`src/rtl/rc_pwm_capture_pkg.sv`:
```
// Shared constants for the RC/servo PWM capture slave:
// register map, bit positions, FSM encoding and counter helper.
package rc_pwm_capture_pkg;

  localparam logic [2:0] ADDR_ID     = 3'd0;
  localparam logic [2:0] ADDR_CTRL   = 3'd1;
  localparam logic [2:0] ADDR_WIDTH  = 3'd2;
  localparam logic [2:0] ADDR_PERIOD = 3'd3;
  localparam logic [2:0] ADDR_STATUS = 3'd4;

  localparam int CTRL_EN  = 0;
  localparam int CTRL_INV = 1;

  localparam int ST_WV  = 0;
  localparam int ST_PV  = 1;
  localparam int ST_TO  = 2;
  localparam int ST_NEW = 3;
  localparam int ST_LVL = 4;

  localparam logic [31:0] DEF_ID_VALUE = 32'hEA68_0004;

  typedef enum logic [1:0] {
    S_IDLE,
    S_WAIT_RISE,
    S_HIGH,
    S_LOW
  } state_e;

  function automatic logic [31:0] sat_inc(input logic [31:0] v);
    return (v == 32'hFFFF_FFFF) ? v : v + 32'd1;
  endfunction

endpackage

```
`src/rtl/rc_pwm_capture_edge.sv`:
```
// Pin synchroniser, optional inversion and edge detect.
// Fixed pin-to-edge latency, so it cancels out of all measurements.
module pwm_edge_sync (
  input  logic i_clk,
  input  logic i_rst,
  input  logic i_pin,
  input  logic i_inv,
  output logic o_s,
  output logic o_rise,
  output logic o_fall
);

  logic r_sync1;
  logic r_sync2;
  logic r_prev;
  logic w_s;

  assign w_s = r_sync2 ^ i_inv;

  always_ff @(posedge i_clk or posedge i_rst) begin
    if (i_rst) begin
      r_sync1 <= 1'b0;
      r_sync2 <= 1'b0;
      r_prev  <= 1'b0;
    end else begin
      r_sync1 <= i_pin;
      r_sync2 <= r_sync1;
      r_prev  <= w_s;
    end
  end

  assign o_s    = w_s;
  assign o_rise = w_s & ~r_prev;
  assign o_fall = ~w_s & r_prev;

endmodule

```
`src/rtl/rc_pwm_capture.sv`:
```
// Avalon-MM slave measuring high-time and period of an RC PWM input,
// with sticky timeout and new-sample flags.
module rc_pwm_capture
  import rc_pwm_capture_pkg::*;
#(
  parameter logic [31:0] TIMEOUT_CYCLES = 32'd5_000_000,
  parameter logic [31:0] ID_VALUE       = DEF_ID_VALUE
) (
  input  logic        csi_MCLK_clk,
  input  logic        rsi_MRST_reset,
  input  logic [31:0] avs_ctrl_writedata,
  output logic [31:0] avs_ctrl_readdata,
  input  logic [3:0]  avs_ctrl_byteenable,
  input  logic [2:0]  avs_ctrl_address,
  input  logic        avs_ctrl_write,
  input  logic        avs_ctrl_read,
  output logic        avs_ctrl_waitrequest,
  input  logic        coe_pwm_in
);

  state_e      r_state;
  state_e      w_state_nxt;
  logic        r_en;
  logic        r_inv;
  logic        r_wv;
  logic        r_pv;
  logic        r_to;
  logic        r_new;
  logic [31:0] r_width;
  logic [31:0] r_period;
  logic [31:0] r_hcnt;
  logic [31:0] r_pcnt;
  logic [31:0] r_idle;
  logic [31:0] r_readdata;
  logic [31:0] w_rdata;

  logic w_s;
  logic w_rise;
  logic w_fall;
  logic w_wr_ctrl;
  logic w_wr_stat;
  logic w_en_nxt;
  logic w_idle_hit;
  logic w_tout;
  logic w_lat_w;
  logic w_lat_p;
  logic w_restart;
  logic w_unused;

  pwm_edge_sync u_sync (
    .i_clk  (csi_MCLK_clk),
    .i_rst  (rsi_MRST_reset),
    .i_pin  (coe_pwm_in),
    .i_inv  (r_inv),
    .o_s    (w_s),
    .o_rise (w_rise),
    .o_fall (w_fall)
  );

  assign w_wr_ctrl = avs_ctrl_write && avs_ctrl_byteenable[0]
                  && (avs_ctrl_address == ADDR_CTRL);
  assign w_wr_stat = avs_ctrl_write && avs_ctrl_byteenable[0]
                  && (avs_ctrl_address == ADDR_STATUS);
  assign w_en_nxt  = w_wr_ctrl ? avs_ctrl_writedata[CTRL_EN] : r_en;

  assign w_idle_hit = (r_state != S_IDLE) && !w_rise && !w_fall
                   && (r_idle >= TIMEOUT_CYCLES - 32'd1);

  // A disabling write takes effect on this edge, so an edge seen now is dropped.
  always_comb begin
    w_state_nxt = r_state;
    w_tout      = 1'b0;
    w_lat_w     = 1'b0;
    w_lat_p     = 1'b0;
    w_restart   = 1'b0;
    if (!r_en || !w_en_nxt) begin
      w_state_nxt = S_IDLE;
    end else if (r_state == S_IDLE) begin
      w_state_nxt = S_WAIT_RISE;
    end else if (w_idle_hit) begin
      w_tout      = 1'b1;
      w_state_nxt = S_WAIT_RISE;
    end else begin
      unique case (r_state)
        S_WAIT_RISE: if (w_rise) begin
          w_restart   = 1'b1;
          w_state_nxt = S_HIGH;
        end
        S_HIGH: if (w_fall) begin
          w_lat_w     = 1'b1;
          w_state_nxt = S_LOW;
        end
        S_LOW: if (w_rise) begin
          w_lat_p     = 1'b1;
          w_restart   = 1'b1;
          w_state_nxt = S_HIGH;
        end
        S_IDLE: ;
      endcase
    end
  end

  always_ff @(posedge csi_MCLK_clk or posedge rsi_MRST_reset) begin
    if (rsi_MRST_reset) r_state <= S_IDLE;
    else                r_state <= w_state_nxt;
  end

  always_ff @(posedge csi_MCLK_clk or posedge rsi_MRST_reset) begin
    if (rsi_MRST_reset) begin
      r_hcnt <= '0;
      r_pcnt <= '0;
      r_idle <= '0;
    end else if (w_state_nxt == S_IDLE || w_tout) begin
      r_hcnt <= '0;
      r_pcnt <= '0;
      r_idle <= '0;
    end else begin
      if (w_rise || w_fall)        r_idle <= '0;
      else if (r_state != S_IDLE)  r_idle <= sat_inc(r_idle);
      if (w_restart) begin
        r_hcnt <= 32'd1;
        r_pcnt <= 32'd1;
      end else begin
        if (r_state == S_HIGH) r_hcnt <= sat_inc(r_hcnt);
        if (r_state == S_HIGH || r_state == S_LOW)
          r_pcnt <= sat_inc(r_pcnt);
      end
    end
  end

  always_ff @(posedge csi_MCLK_clk or posedge rsi_MRST_reset) begin
    if (rsi_MRST_reset) begin
      r_en     <= 1'b0;
      r_inv    <= 1'b0;
      r_width  <= '0;
      r_period <= '0;
      r_wv     <= 1'b0;
      r_pv     <= 1'b0;
      r_to     <= 1'b0;
      r_new    <= 1'b0;
    end else begin
      if (w_wr_ctrl) begin
        r_en  <= avs_ctrl_writedata[CTRL_EN];
        r_inv <= avs_ctrl_writedata[CTRL_INV];
      end
      if (w_lat_w) r_width  <= r_hcnt;
      if (w_lat_p) r_period <= r_pcnt;
      if (w_tout)       r_wv <= 1'b0;
      else if (w_lat_w) r_wv <= 1'b1;
      if (w_tout)       r_pv <= 1'b0;
      else if (w_lat_p) r_pv <= 1'b1;
      // Hardware set beats a simultaneous write-1-to-clear.
      if (w_tout)
        r_to <= 1'b1;
      else if (w_wr_stat && avs_ctrl_writedata[ST_TO])
        r_to <= 1'b0;
      if (w_lat_w)
        r_new <= 1'b1;
      else if (w_wr_stat && avs_ctrl_writedata[ST_NEW])
        r_new <= 1'b0;
    end
  end

  always_comb begin
    w_rdata = '0;
    unique case (1'b1)
      (avs_ctrl_address == ADDR_ID):     w_rdata = ID_VALUE;
      (avs_ctrl_address == ADDR_CTRL):   w_rdata = {30'd0, r_inv, r_en};
      (avs_ctrl_address == ADDR_WIDTH):  w_rdata = r_width;
      (avs_ctrl_address == ADDR_PERIOD): w_rdata = r_period;
      (avs_ctrl_address == ADDR_STATUS):
        w_rdata = {27'd0, w_s, r_new, r_to, r_pv, r_wv};
      default: w_rdata = '0;
    endcase
  end

  always_ff @(posedge csi_MCLK_clk or posedge rsi_MRST_reset) begin
    if (rsi_MRST_reset)     r_readdata <= '0;
    else if (avs_ctrl_read) r_readdata <= w_rdata;
  end

  assign avs_ctrl_readdata    = r_readdata;
  assign avs_ctrl_waitrequest = 1'b0;
  assign w_unused = ^{avs_ctrl_writedata[31:4], avs_ctrl_writedata[1:0],
                      avs_ctrl_byteenable[3:1]};

endmodule

```
`config.mk`:
```
export PLATFORM = sky130hd
export DESIGN_NAME = rc_pwm_capture
export DESIGN_NICKNAME = d
export VERILOG_FILES = /design/src/rtl/rc_pwm_capture_pkg.sv /design/src/rtl/rc_pwm_capture_edge.sv /design/src/rtl/rc_pwm_capture.sv
export SDC_FILE = /design/constraint.sdc
export NUM_CORES = 1
export LEC_CHECK = 0
export CAP_MARGIN = 20
export CORE_MARGIN = 8
export CORE_UTILIZATION = 45
export CTS_BUF_LIST = sky130_fd_sc_hd__clkbuf_8
export DETAILED_ROUTE_END_ITERATION = 16
export HOLD_SLACK_MARGIN = 0.15
export PLACE_DENSITY = 0.68
export SETUP_SLACK_MARGIN = 0.02
export SYNTH_ARGS = -nofsm -noshare
export SYNTH_HDL_FRONTEND = slang
export SYNTH_SLANG_ARGS = --single-unit
export TNS_END_PERCENT = 100
```
`constraint.sdc`:
```
create_clock -name csi_MCLK_clk -period 8.4 [get_ports csi_MCLK_clk]
set_input_delay 1.68 -clock csi_MCLK_clk [delete_from_list [all_inputs] [get_ports csi_MCLK_clk]]
set_output_delay 1.68 -clock csi_MCLK_clk [all_outputs]
set_load 0.02 [all_outputs]
```
==> impl_metrics.tcl, run 1 <==
set metrics [dict create \
    layout_min_cycle_time_ns 4.31 \
    die_y_um 161 \
    via_count 6758 \
    crit_fanout 62 \
    dp_slack_ns 3.61 \
    post-route-period-util 0.513 \
    grt_max_degree 130 \
    grt_busiest_layer "met2" \
    antenna_found_initial 0 \
    routed_wl_um 20100 \
    hold_viol_final 0 \
    status "finished, final reports clean" \
    clock_sinks 203 \
    num_antenna_cells 0 \
    p_per_area_nw_per_um2 199 \
    yosys-top-cells-area "dfrtp_1 53%, mux2_2 7.5%, xor2_1 6.5%, nor2_1 5.0%, mux2i_1 2.7%" \
    cp_cell_sequence "buf_2, nand2b_1, o41ai_1, nor2b_1, o21ai_4, buf_4, nor2_1" \
    grtUsageMet1 0.214 \
    drv_slew 0 \
    clk_pin_slew_ns 0.06 \
    cp-end-kind "register" \
    async_reset_ff_frac 1.00 \
    drt_pass1_iterations 5 \
    cts_buffers 36 \
    wl_per_cell_um 16.0 \
    pin_count 77 \
    synth-seq-cells 203 \
    worst_path_dominant_cell_family "buffers and inverters" \
    drtIter0Drc 315 \
    setup_viol 0 \
    relSlewSlack 0.262 \
    clock_path_buffers 3 \
    fin_area_sq_um 11000 \
    die_w_um 161 \
    ctsResizeCount 0 \
    p_leak_nw 4.87 \
    start_kind "primary input" \
    core_sq_um 20900 \
    max_cap_viol_count 0 \
    setup_total_negative_slack_ns 0 \
    grt_setup_unrepaired "false" \
    synth_edf_count 0 \
    synth_seq_area_share 0.535 \
    die_area_sq_um 26000 \
    criticalPathCategory "in -> reg" \
    crit_required_ns 8.77 \
    worst_path_max_delay_cell "buf_2" \
    met3_usage 0.0359 \
    hold_buffers 0 \
    yosys-top-cells-count "203 x dfrtp_1, 126 x nor2_1, 70 x xor2_1" \
    worst_slew_pin_slew_ns 1.11 \
    cts_max_level 2 \
    cts_tree "done" \
    nNetsFinal 1002 \
    syn_nets 950 \
    grt_pass1_wl_um 33800 \
    power.total_mw 2.18 \
    initial_utilization 0.455 \
    critPathMaxStageDelay_ns 0.82 \
    syn2layout_area_growth_pct 15.4 \
    layout-drive-gt1-share 0.143 \
    first_global_vias 6545 \
    synth_cell_types 53 \
    gp_congestion 0.742 \
    ir_worst_vdd_uv 85.3 \
    setup_ws_ns 4.09 \
    syn-instance-count 901 \
    syn_area_sq_um 9500 \
    grt_util_met2 0.239 \
    dp.final_hpwl_um 13100 \
    syn-mean-instance-area_sq_um 10.5 \
    grt.total_usage 0.157 \
    ctsRootBufferMaster "clkbuf_8" \
    portBuffers 44 \
    hp-class "reg -> reg" \
    std_cell_rows 53 \
    synth_top_area_share 0.535 \
    drc 0 \
    fin_skew_ns 0.0170 \
    fmax_ghz 0.232 \
    yosysWarningCount 0 \
    via_per_inst 5.39 \
    placed_area_sq_um 10200 \
    synthFlopType "dfrtp_1" \
    synth_most_common_cell "dfrtp_1" \
    clk_latency_ns 0.52 \
    ant_nets 0 \
    grt_overflow 0 \
    yosysTopAreaCell "dfrtp_1" \
    arrival_ns 4.67 \
    path_buf_inv 2 \
    cts_setup_buffers 0 \
]
registers in the layout (all words and copies together) (netlist names), 2 cells and up:
register	flops
avs_ctrl_readdata	32
r_hcnt	32
r_idle	32
r_pcnt	32
r_period	32
r_width	32
r_state	2
power breakdown:
part / total [mW] / switching [mW] / internal, mW / leakage [nW]
logic: 0.218 / 0.157 / 0.0609 / 1.65
clock network: 0.932 / 0.396 / 0.536 / 0.414
registers: 1.03 / 0.0249 / 1.00 / 2.81
total: 2.18 / 0.578 / 1.60 / 4.87
cell type report:
type | count | area (sq um)
clock inverter | 12 | 57.6
inverter | 56 | 218
tap | 275 | 344
timing repair buffer | 52 | 495
sequential | 203 | 5080
multi-input combinational | 604 | 4060
clock buffer | 51 | 702
fill | 1885 | 9930
layer usage:
| layer | vias up | part of all wire |
|---|---|---|
| li1 | 3247 | - |
| met1 | 3339 | 0.48 |
| met2 | 132 | 0.45 |
| met3 | 40 | 0.051 |
| met4 | 0 | 0.021 |
| met5 | - | 0 |
placed cells by master (no fill, tap or decap), types with 16 or more instances in the layout:
cell type and instances:
nand4_1 41, nor2_1 126, clkbuf_8 51, a21oi_1 27
inv_1 63, xor2_1 70, mux2i_1 26, dfrtp_1 203
mux2_2 63, and3_1 16, clkdlybuf4s50_1 43, nand3_1 40
nand2_1 43, o22ai_1 32, xnor2_1 21
kinds of logic (layout without fill, tap and decap cells):
logic type               Yosys count  in the layout  share of synthesized area
buffers and inverters             94            171                     0.0389
multiplexers                      89             89                      0.102
AND/OR/NAND/NOR                  321            321                      0.166
AO/OA/AOI/OAI                     97             97                     0.0668
XOR/XNOR                          91             91                     0.0839
other                              1              1                   0.000395
adder cells (fa/ha/maj)            5              5                    0.00659
flip-flops                       203            203                      0.535
stage by stage:
step	cells	hold WS (ns)	utilization
floorplan	901	0.331	-
global placement	1190	0.335	0.488
detailed placement	1190	0.338	0.488
CTS	1253	0.353	0.524
global route	1253	0.358	0.524
finish	1253	0.350	0.524
final timing paths:
check                                    startpoint                   end  slack [ns]  cells after the start
worst max-delay path            avs_ctrl_address[0]             r_hcnt[8]        4.09                      7
worst min-delay path                 u_sync.r_sync1        u_sync.r_sync2        0.35                      0
worst max register to register                r_inv             r_hcnt[8]        5.67                      8
worst min register to register       u_sync.r_sync1        u_sync.r_sync2        0.35                      0
max in group asynchronous            rsi_MRST_reset          r_period[17]        5.14                      3
min in group asynchronous            rsi_MRST_reset  avs_ctrl_readdata[0]        1.77                      2
Power figures use the tool's default switching activity.
==> run 2, diff against run 1 <==
==> constraint.sdc (replaced) <==
create_clock -name csi_MCLK_clk -period 4.49 [get_ports csi_MCLK_clk]
set_input_delay 0.898 -clock csi_MCLK_clk [delete_from_list [all_inputs] [get_ports csi_MCLK_clk]]
set_output_delay 0.898 -clock csi_MCLK_clk [all_outputs]
set_load 0.02 [all_outputs]
==> run 2 against run 1 <==
Effect of this change:
- non-clock buffer count increased by 5
- sequential share of layout area increased by 0.10 points
- sequential power increased by 86%
- final area decreased by 0.22%
- clock skew increased by 0.0052 ns
- die area unchanged
- worst setup slack got worse by 2.4 ns
- critical path type unchanged
==> impl_metrics.tcl, run 2 (synthesized netlist as in run 1, its figures left out) <==
set metrics [dict create \
    hold_buffers 0 \
    wl_per_cell_um 16.0 \
    layout-drive-gt1-share 0.138 \
    final_cell_mix "203 x dfrtp_1, 126 x nor2_1, 70 x xor2_1" \
    ctsRootBufferMaster "clkbuf_8" \
    die_area_sq_um 26000 \
    via_per_inst 5.36 \
    p_per_area_nw_per_um2 362 \
    grt_overflow 0 \
    worst_path_most_repeated_cell "buf_4" \
    cts_tree "done" \
    criticalPathCategory "in -> reg" \
    ctsResizeCount 0 \
    hold_viol_final 0 \
    critPathMaxStageDelay_ns 0.56 \
    post-route-period-util 0.618 \
    ir_worst_vdd_uv 155 \
    num_antenna_cells 0 \
    arrival_ns 3.13 \
    core_sq_um 20900 \
    initial_utilization 0.455 \
    layout.cells.most_common "dfrtp_1" \
    cts_setup_buffers 0 \
    worst_path_max_delay_cell "buf_4" \
    via_count 6711 \
    grt_max_degree 67 \
    layout_min_cycle_time_ns 2.77 \
    clock_sinks 203 \
    antenna_found_initial 0 \
    crit_required_ns 4.85 \
    worst_slew_pin_slew_ns 0.982 \
    first_global_vias 6648 \
    status "finished, final reports clean" \
    clock_path_buffers 3 \
    syn2layout_area_growth_pct 15.1 \
    setup_viol 0 \
    drv_slew 0 \
    fin_skew_ns 0.0222 \
    hp-class "reg -> reg" \
    cp_cell_sequence "clkdlybuf4s50_1, nand2b_1, o41ai_1, buf_4, a211o_1, a21oi_1, o21ai_4, buf_4, nor2_1" \
    cts_max_level 2 \
    setup_total_negative_slack_ns 0 \
    nNetsFinal 1005 \
    drt_pass1_iterations 5 \
    max_cap_viol_count 0 \
    fin_util 0.523 \
    relSlewSlack 0.343 \
    pin_count 77 \
    drc 0 \
    gp_congestion 0.764 \
    grt.total_usage 0.158 \
    clk_pin_slew_ns 0.06 \
    fmax_ghz 0.361 \
    std_cell_rows 53 \
    grt_pass1_wl_um 34100 \
    die_y_um 161 \
    dp.final_hpwl_um 13400 \
    portBuffers 44 \
    p_leak_nw 4.87 \
    grt_setup_unrepaired "false" \
    start_kind "primary input" \
    cts_buffers 34 \
    ant_nets 0 \
    clk_latency_ns 0.51 \
    cp-end-kind "register" \
    die_w_um 161 \
    routed_wl_um 20000 \
    crit_fanout 62 \
    drtIter0Drc 353 \
]
[run 2: power breakdown]
part           switching [mW]  total [mW]  internal, mW
Clock                   0.702        1.63         0.926
Sequential             0.0452        1.92          1.87
Combinational           0.296       0.416         0.121
Total                    1.04        3.96          2.92
[run 2: critical path: cells and delay by family]
| family | cells | cell delay [ns] |
|---|---|---|
| and+or+nand+nor | 2 | 0.33 |
| buffers and inverters | 3 | 1.28 |
| AOI/OAI and AO/OA | 4 | 0.59 |
[run 2: layout make-up]
cell class	instances	area (sq um)
tap	275	344
fill	1852	9960
multi-input combinational	604	4060
timing repair buffer	57	558
inverter	56	214
clock inverter	12	71.3
clock buffer	44	606
sequential	203	5080
[run 2: through the flow]
stage                     total power [mW]  instances  setup WS [ns]  hold WS [ns]  area [sq um]
after detailed placement              2.37       1195           1.22         0.342         10300
final                                 3.96       1251           1.72         0.353         10900
after floorplan                       2.23        901          0.962         0.331          9500
after global routing                  4.15       1251           1.55         0.378         10900
after global placement                2.37       1195           1.21         0.334         10300
after CTS                             4.02       1251           1.75         0.355         10900
[run 2: final timing paths]
| kind | startpoint | endpoint | slack (ns) | cells past startpoint |
|---|---|---|---|---|
| max | avs_ctrl_address[2] | r_pcnt[28] | 1.72 | 9 |
| min | u_sync.r_sync1 | u_sync.r_sync2 | 0.35 | 0 |
| max reg2reg | r_inv | r_pcnt[28] | 1.84 | 8 |
| min reg2reg | u_sync.r_sync1 | u_sync.r_sync2 | 0.35 | 0 |
| max in group asynchronous | rsi_MRST_reset | r_width[17] | 2.64 | 3 |
| min in group asynchronous | rsi_MRST_reset | r_width[2] | 0.95 | 2 |
[run 2: layer usage]
layer	GRT usage	routed length, um
met1	0.213	9420
met2	0.246	9210
met3	0.0354	918
met4	0.0572	477
met5	0	0
==> run 3, diff against run 2 <==
--- a/config.mk
+++ b/config.mk
@@ -11,7 +11,7 @@
 export CTS_BUF_LIST = sky130_fd_sc_hd__clkbuf_8
 export DETAILED_ROUTE_END_ITERATION = 16
 export HOLD_SLACK_MARGIN = 0.15
-export PLACE_DENSITY = 0.68
+export PLACE_DENSITY = 0.71
 export SETUP_SLACK_MARGIN = 0.02
 export SYNTH_ARGS = -nofsm -noshare
 export SYNTH_HDL_FRONTEND = slang
==> constraint.sdc (replaced) <==
create_clock -name csi_MCLK_clk -period 2.4 [get_ports csi_MCLK_clk]
set_input_delay 0.48 -clock csi_MCLK_clk [delete_from_list [all_inputs] [get_ports csi_MCLK_clk]]
set_output_delay 0.48 -clock csi_MCLK_clk [all_outputs]
set_load 0.02 [all_outputs]
==> run 3 against run 2 <==
Effect of this change:
- final area increased by 2.8%
- core utilization increased by 1.5 points
- global-route usage decreased by 0.40 points
- critical path depth decreased by 1
- first-iteration DRC count unchanged
- largest power group unchanged
==> impl_metrics.tcl, run 3 (synthesized netlist as in run 1, its figures left out) <==
set metrics [dict create \
    status "finished, final reports clean" \
    crit_required_ns 2.82 \
    fin_area_sq_um 11200 \
    first_global_vias 6711 \
    ant_nets 0 \
    clk_pin_slew_ns 0.06 \
    worst_path_dominant_cell_family "simple AND/OR/NAND/NOR gates" \
    final_cell_mix "203 x dfrtp_1, 126 x nor2_1, 70 x xor2_1" \
    drtIter0Drc 353 \
    hold_viol_final 0 \
    hp-class "in -> async" \
    gp_congestion 0.762 \
    die_y_um 161 \
    fmax_ghz 0.447 \
    dp.final_hpwl_um 14000 \
    grt_pass1_wl_um 33700 \
    num_antenna_cells 0 \
    grt_max_degree 60 \
    worst_slew_pin_slew_ns 0.720 \
    routed_wl_um 19800 \
    path_buf_inv 2 \
    arrival_ns 2.65 \
    pin_count 77 \
    layout-drive-gt1-share 0.170 \
    core_sq_um 20900 \
    drv_slew 0 \
    setup_ws_ns 0.165 \
    criticalPathCategory "reg -> reg" \
    clock_path_buffers 3 \
    via_per_inst 5.27 \
    drt_pass1_iterations 4 \
    nNetsFinal 1040 \
    clk_latency_ns 0.55 \
    wl_per_cell_um 15.4 \
    ctsRootBufferMaster "clkbuf_8" \
    fillCellCount 1835 \
    antenna_found_initial 0 \
    die_w_um 161 \
    grt_setup_unrepaired "false" \
    grt_overflow 0 \
    die_area_sq_um 26000 \
    max_cap_viol_count 0 \
    worst_path_max_delay_cell "dfrtp_1" \
    initial_utilization 0.455 \
    met3_usage 0.0265 \
    syn2layout_area_growth_pct 18.4 \
    layout.cells.most_common "dfrtp_1" \
    placed_area_sq_um 10600 \
    setup_viol 0 \
    grtUsageMet1 0.206 \
    grt_busiest_layer "met2" \
    via_count 6783 \
    p_leak_nw 5.06 \
    fin_skew_ns 0.0196 \
    worst_path_most_repeated_cell "buf_4" \
    clock_sinks 203 \
    layout_min_cycle_time_ns 2.24 \
    std_cell_rows 53 \
    post-route-period-util 0.931 \
    drc 0 \
    dp_slack_ns -0.0856 \
    crit_fanout 12 \
    portBuffers 44 \
    holdWs_ns 0.315 \
    relSlewSlack 0.518 \
    grt_util_met2 0.254 \
    start_kind "register" \
    cts_tree "done" \
    p_per_area_nw_per_um2 653 \
    ir_worst_vdd_uv 298 \
    cts_max_level 1 \
    cts_buffers 31 \
    grt.total_usage 0.154 \
    critPathMaxStageDelay_ns 0.42 \
    cp-end-kind "register" \
    cts_setup_buffers 0 \
    power.total_mw 7.33 \
    cp_cell_sequence "xor2_1, buf_4, ha_1, or3_1, nor2b_1, o21ai_4, buf_4, nor2_1" \
]
run 3: where the power goes:
group / internal [mW] / switching (mW)
Combinational: 0.367 / 0.604
Clock: 1.54 / 1.25
Sequential: 3.50 / 0.0725
Total: 5.40 / 1.93
run 3: layer usage:
metal | part of all wire | routed length [um]
met1 | 0.47 | 9300
met2 | 0.47 | 9340
met3 | 0.046 | 909
met4 | 0.014 | 280
met5 | 0 | 0
run 3: cell type report:
| cell class | count | area, sq um | share of cell area |
|---|---|---|---|
| timing repair buffer | 95 | 918 | 0.0817 |
| clock buffer | 42 | 578 | 0.0514 |
| multi-input combinational | 604 | 4060 | 0.361 |
| clock inverter | 11 | 42.5 | 0.00378 |
| tap | 275 | 344 | 0.0306 |
| sequential | 203 | 5080 | 0.452 |
| inverter | 56 | 214 | 0.0190 |
run 3: path summary, 6_finish.rpt:
kind,start,end,slack (ns),cells past startpoint
min,rsi_MRST_reset,r_inv,0.32,2
max reg2reg,r_inv,r_hcnt[21],0.16,8
max in group asynchronous,rsi_MRST_reset,r_hcnt[20],1.42,3
min reg2reg,u_sync.r_sync1,u_sync.r_sync2,0.35,0
min in group csi_MCLK_clk,u_sync.r_sync1,u_sync.r_sync2,0.35,0
max,r_inv,r_hcnt[21],0.16,8
run 3: stage by stage:
stage / instances / TNS, ns / utilization
after global placement: 1233 / -5.24 / 0.508
after detailed placement: 1233 / -8.55 / 0.508
final: 1286 / 0 / 0.538
after floorplan: 901 / -144.19 / -
after CTS: 1286 / 0 / 0.538
after global routing: 1286 / 0 / 0.538
run 3: what timing repair did:
item | CTS | global route
gates resized for setup | 0 | 1
hold buffers | 0 | 0
endpoints found under the setup margin | 0 | 94
run 3: worst register-to-register path, stage by stage, from the launching register on:
cell and delay (ns):
dfrtp_1 0.42, xor2_1 0.17, buf_4 0.15, ha_1 0.22
or3_1 0.38, nor2b_1 0.19, o21ai_4 0.26, buf_4 0.24
nor2_1 0.07
